[config.mk]
export PLATFORM = sky130hd
export DESIGN_NAME = ex_hazard_scheduler
export DESIGN_NICKNAME = d
export VERILOG_FILES = /design/src/rtl/ex_hazard_scheduler.sv
export SDC_FILE = /design/constraint.sdc
export NUM_CORES = 1
export LEC_CHECK = 0
export ABC_AREA = 1
export BUFFER_PORTS_ARGS = -buffer_cell sky130_fd_sc_hd__buf_2
export CORE_MARGIN = 5
export CORE_UTILIZATION = 35
export DETAILED_ROUTE_END_ITERATION = 10
export SLEW_MARGIN = 10
export SYNTH_ARGS = -nofsm -noshare
export SYNTH_HDL_FRONTEND = slang
export SYNTH_SLANG_ARGS = --single-unit
[constraint.sdc]
create_clock -name clock -period 2 [get_ports clock]
set_clock_uncertainty 0.2 [all_clocks]
set_input_delay 0.3 -clock clock [delete_from_list [all_inputs] [get_ports clock]]
set_output_delay 0.3 -clock clock [all_outputs]
set_load 0.1 [all_outputs]
[src/rtl/ex_hazard_scheduler.sv]
// ---------------------------------------------------------------------------
// ex_hazard_scheduler
//
// Hazard unit for a classic five-stage integer pipeline. It shadows the
// destination fields of the instructions sitting in EX and MEM. Against those
// it:
//   * registers the operand-forwarding selects for the instruction that is
//     about to enter EX,
//   * detects load-use hazards and requests a one-cycle stall plus bubble,
//   * handles EX-stage redirects by squashing IF/ID for two cycles.
//
// Ports
//   clock            : single clock, rising-edge active
//   reset            : synchronous, active-low reset
//   id_*             : fields of the instruction currently in Decode
//   flush_ip         : EX-stage redirect (mispredict or jump) this cycle
//   fa_mux_op        : registered ALU operand A select for the EX instruction
//   fb_mux_op        : registered ALU operand B / store-data select for EX
//   stall_op         : hold PC and IF/ID (combinational)
//   bubble_ex_op     : load a NOP into ID/EX (combinational)
//   flush_if_id_op   : invalidate IF/ID (combinational)
//   stall_cnt_op     : saturating count of stall cycles (registered)
//   flush_cnt_op     : saturating count of accepted redirects (registered)
// ---------------------------------------------------------------------------

package ex_hazard_scheduler_pkg;

    // Forwarding selects seen by the EX-stage operand muxes.
    typedef enum logic [2:0] {
        NO_FORWARD_SELECT  = 3'd0,  // take the value read from the register file
        EX_RESULT_SELECT   = 3'd1,  // ALU result of the instruction now in MEM
        WB_RESULT_SELECT   = 3'd2,  // write-back value of the instruction now in WB
        MEM_DATA_EX_SELECT = 3'd3,  // store data from the instruction now in MEM
        MEM_DATA_WB_SELECT = 3'd4   // store data from the instruction now in WB
    } forward_mux_code;

    typedef enum logic [1:0] {
        ST_RUN           = 2'd0,
        ST_LU_STALL      = 2'd1,
        ST_FLUSH_RECOVER = 2'd2
    } sched_state_t;

    // Destination information tracked for an in-flight instruction.
    typedef struct packed {
        logic       valid;
        logic [4:0] rd;
        logic       reg_write;
        logic       is_load;
    } pipe_slot_t;

endpackage

module ex_hazard_scheduler
    import ex_hazard_scheduler_pkg::*;
(
    input  logic            clock,
    input  logic            reset,
    input  logic            id_valid,
    input  logic [4:0]      id_rs1_addr,
    input  logic [4:0]      id_rs2_addr,
    input  logic            id_rs1_used,
    input  logic            id_rs2_used,
    input  logic            id_is_store,
    input  logic [4:0]      id_rd_addr,
    input  logic            id_reg_write,
    input  logic            id_is_load,
    input  logic            flush_ip,
    output forward_mux_code fa_mux_op,
    output forward_mux_code fb_mux_op,
    output logic            stall_op,
    output logic            bubble_ex_op,
    output logic            flush_if_id_op,
    output logic [15:0]     stall_cnt_op,
    output logic [15:0]     flush_cnt_op
);

    localparam logic [15:0] CNT_MAX = 16'hFFFF;

    sched_state_t    state_q;
    sched_state_t    state_d;
    pipe_slot_t      ex_slot_q;
    pipe_slot_t      mem_slot_q;
    forward_mux_code fa_q;
    forward_mux_code fb_q;
    forward_mux_code fa_d;
    forward_mux_code fb_d;
    logic [15:0]     stall_cnt_q;
    logic [15:0]     flush_cnt_q;

    logic rs1_ex_hit;
    logic rs1_mem_hit;
    logic rs2_ex_hit;
    logic rs2_mem_hit;
    logic load_use;
    logic flush_accept;

    // A source depends on a slot only if the slot will really write that
    // register; x0 is hard-wired to zero and never forwarded.
    function automatic logic src_match(input logic       used,
                                       input logic [4:0] rs,
                                       input pipe_slot_t slot);
        return used && (rs != 5'd0) && slot.valid && slot.reg_write &&
               (slot.rd == rs);
    endfunction

    always_comb begin
        rs1_ex_hit  = src_match(id_rs1_used, id_rs1_addr, ex_slot_q);
        rs1_mem_hit = src_match(id_rs1_used, id_rs1_addr, mem_slot_q);
        rs2_ex_hit  = src_match(id_rs2_used, id_rs2_addr, ex_slot_q);
        rs2_mem_hit = src_match(id_rs2_used, id_rs2_addr, mem_slot_q);
        // A load in EX has no data until after MEM, so a dependent instruction
        // in Decode cannot be served by forwarding yet.
        load_use    = id_valid && ex_slot_q.is_load && (rs1_ex_hit || rs2_ex_hit);
    end

    // Next forwarding selects; the EX slot is checked first because it holds
    // the younger, and therefore architecturally current, write.
    always_comb begin
        fa_d = NO_FORWARD_SELECT;
        fb_d = NO_FORWARD_SELECT;

        if (rs1_ex_hit) begin
            fa_d = EX_RESULT_SELECT;
        end else if (rs1_mem_hit) begin
            fa_d = WB_RESULT_SELECT;
        end

        if (id_is_store) begin
            // rs2 of a store is the data to be written, which has its own mux.
            if (rs2_ex_hit) begin
                fb_d = MEM_DATA_EX_SELECT;
            end else if (rs2_mem_hit) begin
                fb_d = MEM_DATA_WB_SELECT;
            end
        end else begin
            if (rs2_ex_hit) begin
                fb_d = EX_RESULT_SELECT;
            end else if (rs2_mem_hit) begin
                fb_d = WB_RESULT_SELECT;
            end
        end
    end

    // Pipeline control decode. Outputs are combinational from the current
    // state so the IF/ID and ID/EX registers react in the same cycle.
    always_comb begin
        // NOTE: every output gets a default before the case so no path leaves
        // a variable unassigned, which would otherwise infer a latch.
        stall_op       = 1'b0;
        bubble_ex_op   = 1'b0;
        flush_if_id_op = 1'b0;
        flush_accept   = 1'b0;
        state_d        = ST_RUN;

        case (state_q)
            ST_RUN, ST_LU_STALL: begin
                if (flush_ip) begin
                    // Redirect wins over load-use: the dependent instruction
                    // is on the wrong path, so stalling for it is pointless.
                    flush_if_id_op = 1'b1;
                    bubble_ex_op   = 1'b1;
                    flush_accept   = 1'b1;
                    state_d        = ST_FLUSH_RECOVER;
                end else if ((state_q == ST_RUN) && load_use) begin
                    stall_op     = 1'b1;
                    bubble_ex_op = 1'b1;
                    state_d      = ST_LU_STALL;
                end
            end
            ST_FLUSH_RECOVER: begin
                // The wrong-path fetch that was in IF during the redirect has
                // now reached IF/ID and must be squashed as well.
                flush_if_id_op = 1'b1;
                bubble_ex_op   = 1'b1;
            end
            default: begin
                state_d = ST_RUN;
            end
        endcase
    end

    always_ff @(posedge clock) begin
        // NOTE: sequential state uses non-blocking assignments so every flop
        // samples pre-edge values regardless of statement order.
        if (!reset) begin
            // NOTE: only valid bits strictly need clearing, but the slots are
            // tiny so the whole struct is cleared for clean waveforms.
            state_q     <= ST_RUN;
            ex_slot_q   <= '0;
            mem_slot_q  <= '0;
            fa_q        <= NO_FORWARD_SELECT;
            fb_q        <= NO_FORWARD_SELECT;
            stall_cnt_q <= '0;
            flush_cnt_q <= '0;
        end else begin
            state_q    <= state_d;
            mem_slot_q <= ex_slot_q;

            if (id_valid && !bubble_ex_op) begin
                ex_slot_q <= '{valid:     1'b1,
                               rd:        id_rd_addr,
                               reg_write: id_reg_write,
                               is_load:   id_is_load};
            end else begin
                ex_slot_q <= '0;
            end

            // A bubble in EX needs no forwarding; while Decode is held
            // without a bubble the EX instruction keeps its selects.
            if (bubble_ex_op) begin
                fa_q <= NO_FORWARD_SELECT;
                fb_q <= NO_FORWARD_SELECT;
            end else if (!stall_op) begin
                fa_q <= fa_d;
                fb_q <= fb_d;
            end

            if (stall_op && (stall_cnt_q != CNT_MAX)) begin
                stall_cnt_q <= stall_cnt_q + 16'd1;
            end

            if (flush_accept && (flush_cnt_q != CNT_MAX)) begin
                flush_cnt_q <= flush_cnt_q + 16'd1;
            end
        end
    end

    assign fa_mux_op    = fa_q;
    assign fb_mux_op    = fb_q;
    assign stall_cnt_op = stall_cnt_q;
    assign flush_cnt_op = flush_cnt_q;

endmodule

==> metrics.txt <==
outcome finished, violations left; failing checks setup timing; Die W 99.7 um; Slowest-stage cell, CP dfxtp_4; H-tree depth 2; endpoints failing setup 17; Worst Setup Slack, final -0.150 ns; Final Critical Period 2.15 ns; sequential cell fraction of total power 0.550; fraction of layout cells with a size suffix above 1 0.354; DRC 0; CTS tree done; P&R area growth vs syn 36.2%; CTS Buf Count 5; commonest cells after routing, fill and taps aside nand2_1, inv_1, buf_2; dominant cells by area after synthesis dfxtp_1, nand2_1, inv_1; Mapped Cells 414; Pint 1.45 mW; CP Launch Type register; reg2reg path depth 13; Initial Utilization 0.363; Power Density 514 nW/um^2; fmax 0.465 GHz; drt via density 4.73; post-route ant nets 0; Leak 1.78 nW; DRT iter0 DRCs 123; Mean Syn Cell Area 6.80 sq um; initial antenna violation count 0; worst hold-check slack 0.00599 ns; Final Hold Viols 0; max-cap violations 0; Max IR drop VDD 0.000270 V; Reg2Reg Capture Point stall_cnt_op[13]; site row count 32; PortBufs 63; critical-path cell list a21oi_2, nand2_1, nor2_2, nand3_2, nand2_4, nand3_4, clkinvlp_4, buf_12; Max FO, Critical Path 6; critical path startpoint ex_slot_q[5]; commonest non-fill, non-tap cell in the layout nand2_1; Post-DP HPWL 5500 um; first drt pass iteration count 4; post-synth net total 440; GRT overflow 0; final slew viol count 0; Yosys top cell by area dfxtp_1; vias in the first global route 2,764; Root Driver clkbuf_8; Largest stage delay, worst path 0.39 ns; switching share of power 0.266; Synth cell types 38; Skew-Pair Late Insertion Delay 0.30 ns; Worst setup EP type output port; GRT Total Usage 0.148; clk sinks 54; Comb power frac 0.136; post-synthesis sequential area ratio 0.384; post-synthesis cell area 2820 sq um; P_sw 0.525 mW; largest net degree at the start of global routing 32; reg2reg setup slack -0.13 ns; Worst R2R Start ex_slot_q[5]; RSZ-0062 raised after global routing yes; min-delay worst type primary input to register; RePlAce Congestion 0.899; Clk pin slew, worst setup/hold paths 0.09 ns; Worst Path Arrival 1.65 ns; crit path capture stall_op; antenna cells 0; first-pass GRT wire length 12,300 um; via count 2,892; critical path required time 1.50 ns; Crit Path Class register to output port; Tot Pwr 1.97 mW; Final Net Count 534; # IOs 65; core region area 7770 sq um; Yosys reg bits 54; final WL 7350 um; Die Y 99.7 um; Yosys Warn Count 0; final cycle utilization of the critical path 1.07; clock share of power 0.314; WL/cell 12.0 um; area share of the largest cell type after synthesis 0.384; Setup WS pre-CTS 0.0471 ns; Clock Path Buffers 2; total die area 9940 sq um
-- how the worst min path moves through the flow --
stage	start	endpoint	slack [ns]	cells after the start
after global routing	id_reg_write	ex_slot_q[1]	0.003	3
after global placement	ex_slot_q[7]	mem_slot_q[7]	0.21	2
after detailed placement	ex_slot_q[1]	mem_slot_q[1]	0.22	2
final	id_reg_write	ex_slot_q[1]	0.006	3
after CTS	id_reg_write	ex_slot_q[1]	0.01	3
after floorplan	ex_slot_q[1]	mem_slot_q[1]	0.21	2
-- through the flow --
| stage | util | std cells | instance area, sq um | setup TNS [ns] |
|---|---|---|---|---|
| floorplan | - | 414 | 2930 | -0.0464 |
| global placement | 0.448 | 584 | 3480 | 0 |
| detailed placement | 0.448 | 584 | 3480 | 0 |
| CTS | 0.477 | 607 | 3700 | -0.316 |
| global route | 0.494 | 611 | 3830 | -4.36 |
| finish | 0.494 | 611 | 3830 | -1.97 |
-- logic make-up after synthesis --
kind of cell | count (synthesis) | share of synthesized area
compound gates | 56 | 0.115
xor+xnor | 4 | 0.0124
simple gates | 220 | 0.364
buf+inv | 77 | 0.114
other cells | 1 | 0.00133
flops | 54 | 0.384
fa+ha+maj | 2 | 0.00888
-- power groups by stage --
stage,Clock (mW),Combinational (mW),Sequential [mW]
after floorplan,0,0.129,1.14
after global placement,0,0.236,1.11
after detailed placement,0,0.238,1.11
after CTS,0.649,0.261,1.09
after global routing,0.681,0.296,1.09
final,0.619,0.268,1.09
-- area by class of cell --
type,instances,area (sq um)
clock buffer,7,86.3
fill,802,3930
timing repair buffer,94,673
multi-input combinational,283,1510
sequential,54,1170
tap,102,128
inverter,70,270
clock inverter,1,5.00
-- registers in the layout (all words and copies together), names as in the netlist --
signal / count
flush_cnt_op: 16
stall_cnt_op: 16
ex_slot_q: 8
mem_slot_q: 7
fb_mux_op: 3
fa_mux_op: 2
state_q: 2
-- synthesized netlist by cell type --
| master | count |
|---|---|
| ha_1 | 2 |
| clkinv_1 | 3 |
| and2_1 | 1 |
| buf_4 | 1 |
| clkbuf_2 | 1 |
| or3b_2 | 1 |
| a31oi_1 | 2 |
| o21a_1 | 2 |
| nor4_1 | 2 |
| a21oi_2 | 8 |
| o21ai_0 | 14 |
| o211ai_1 | 1 |
| and3_1 | 1 |
| o21ai_1 | 1 |
| nand3_1 | 31 |
| nor2_1 | 51 |
| nand2_4 | 1 |
| nor2_2 | 4 |
| or2_2 | 2 |
| nand2_1 | 88 |
| xor2_1 | 1 |
| nor2_8 | 1 |
| a21oi_1 | 27 |
| buf_12 | 1 |
| inv_1 | 65 |
| clkbuf_1 | 3 |
| nor3b_1 | 3 |
| nand4_1 | 15 |
| nand3_2 | 1 |
| nand3_4 | 2 |
| o221ai_1 | 1 |
| buf_8 | 1 |
| dfxtp_1 | 54 |
| inv_2 | 2 |
| conb_1 | 1 |
| nor3_1 | 15 |
| nor3_2 | 1 |
| xnor2_1 | 3 |
-- timing repair --
| item | CTS | global route |
|---|---|---|
| hold buffers | 5 | 0 |
| buffers inserted | 10 | 3 |
| hold endpoints to repair | 5 | 0 |
| endpoints found under the setup margin | 2 | 24 |
| resized for setup | 6 | 24 |
| pin swaps | 4 | 12 |
| cloned | 0 | 2 |
-- metal layers --
layer	GRT usage	vias up	wire, um
li1	-	1514	-
met5	0	-	0
met1	0.202	1296	3560
met4	0.0389	0	71
met3	0.0393	8	488
met2	0.231	74	3230
-- worst max-delay path: cells and delay by family, from the launching register on --
kind	cells	cell delay (ns)
and+or+nand+nor	5	0.55
AOI/OAI and AO/OA	1	0.13
buffers and inverters	2	0.27
DFF	1	0.39
Note: power is estimated with default switching activity, not from simulation.
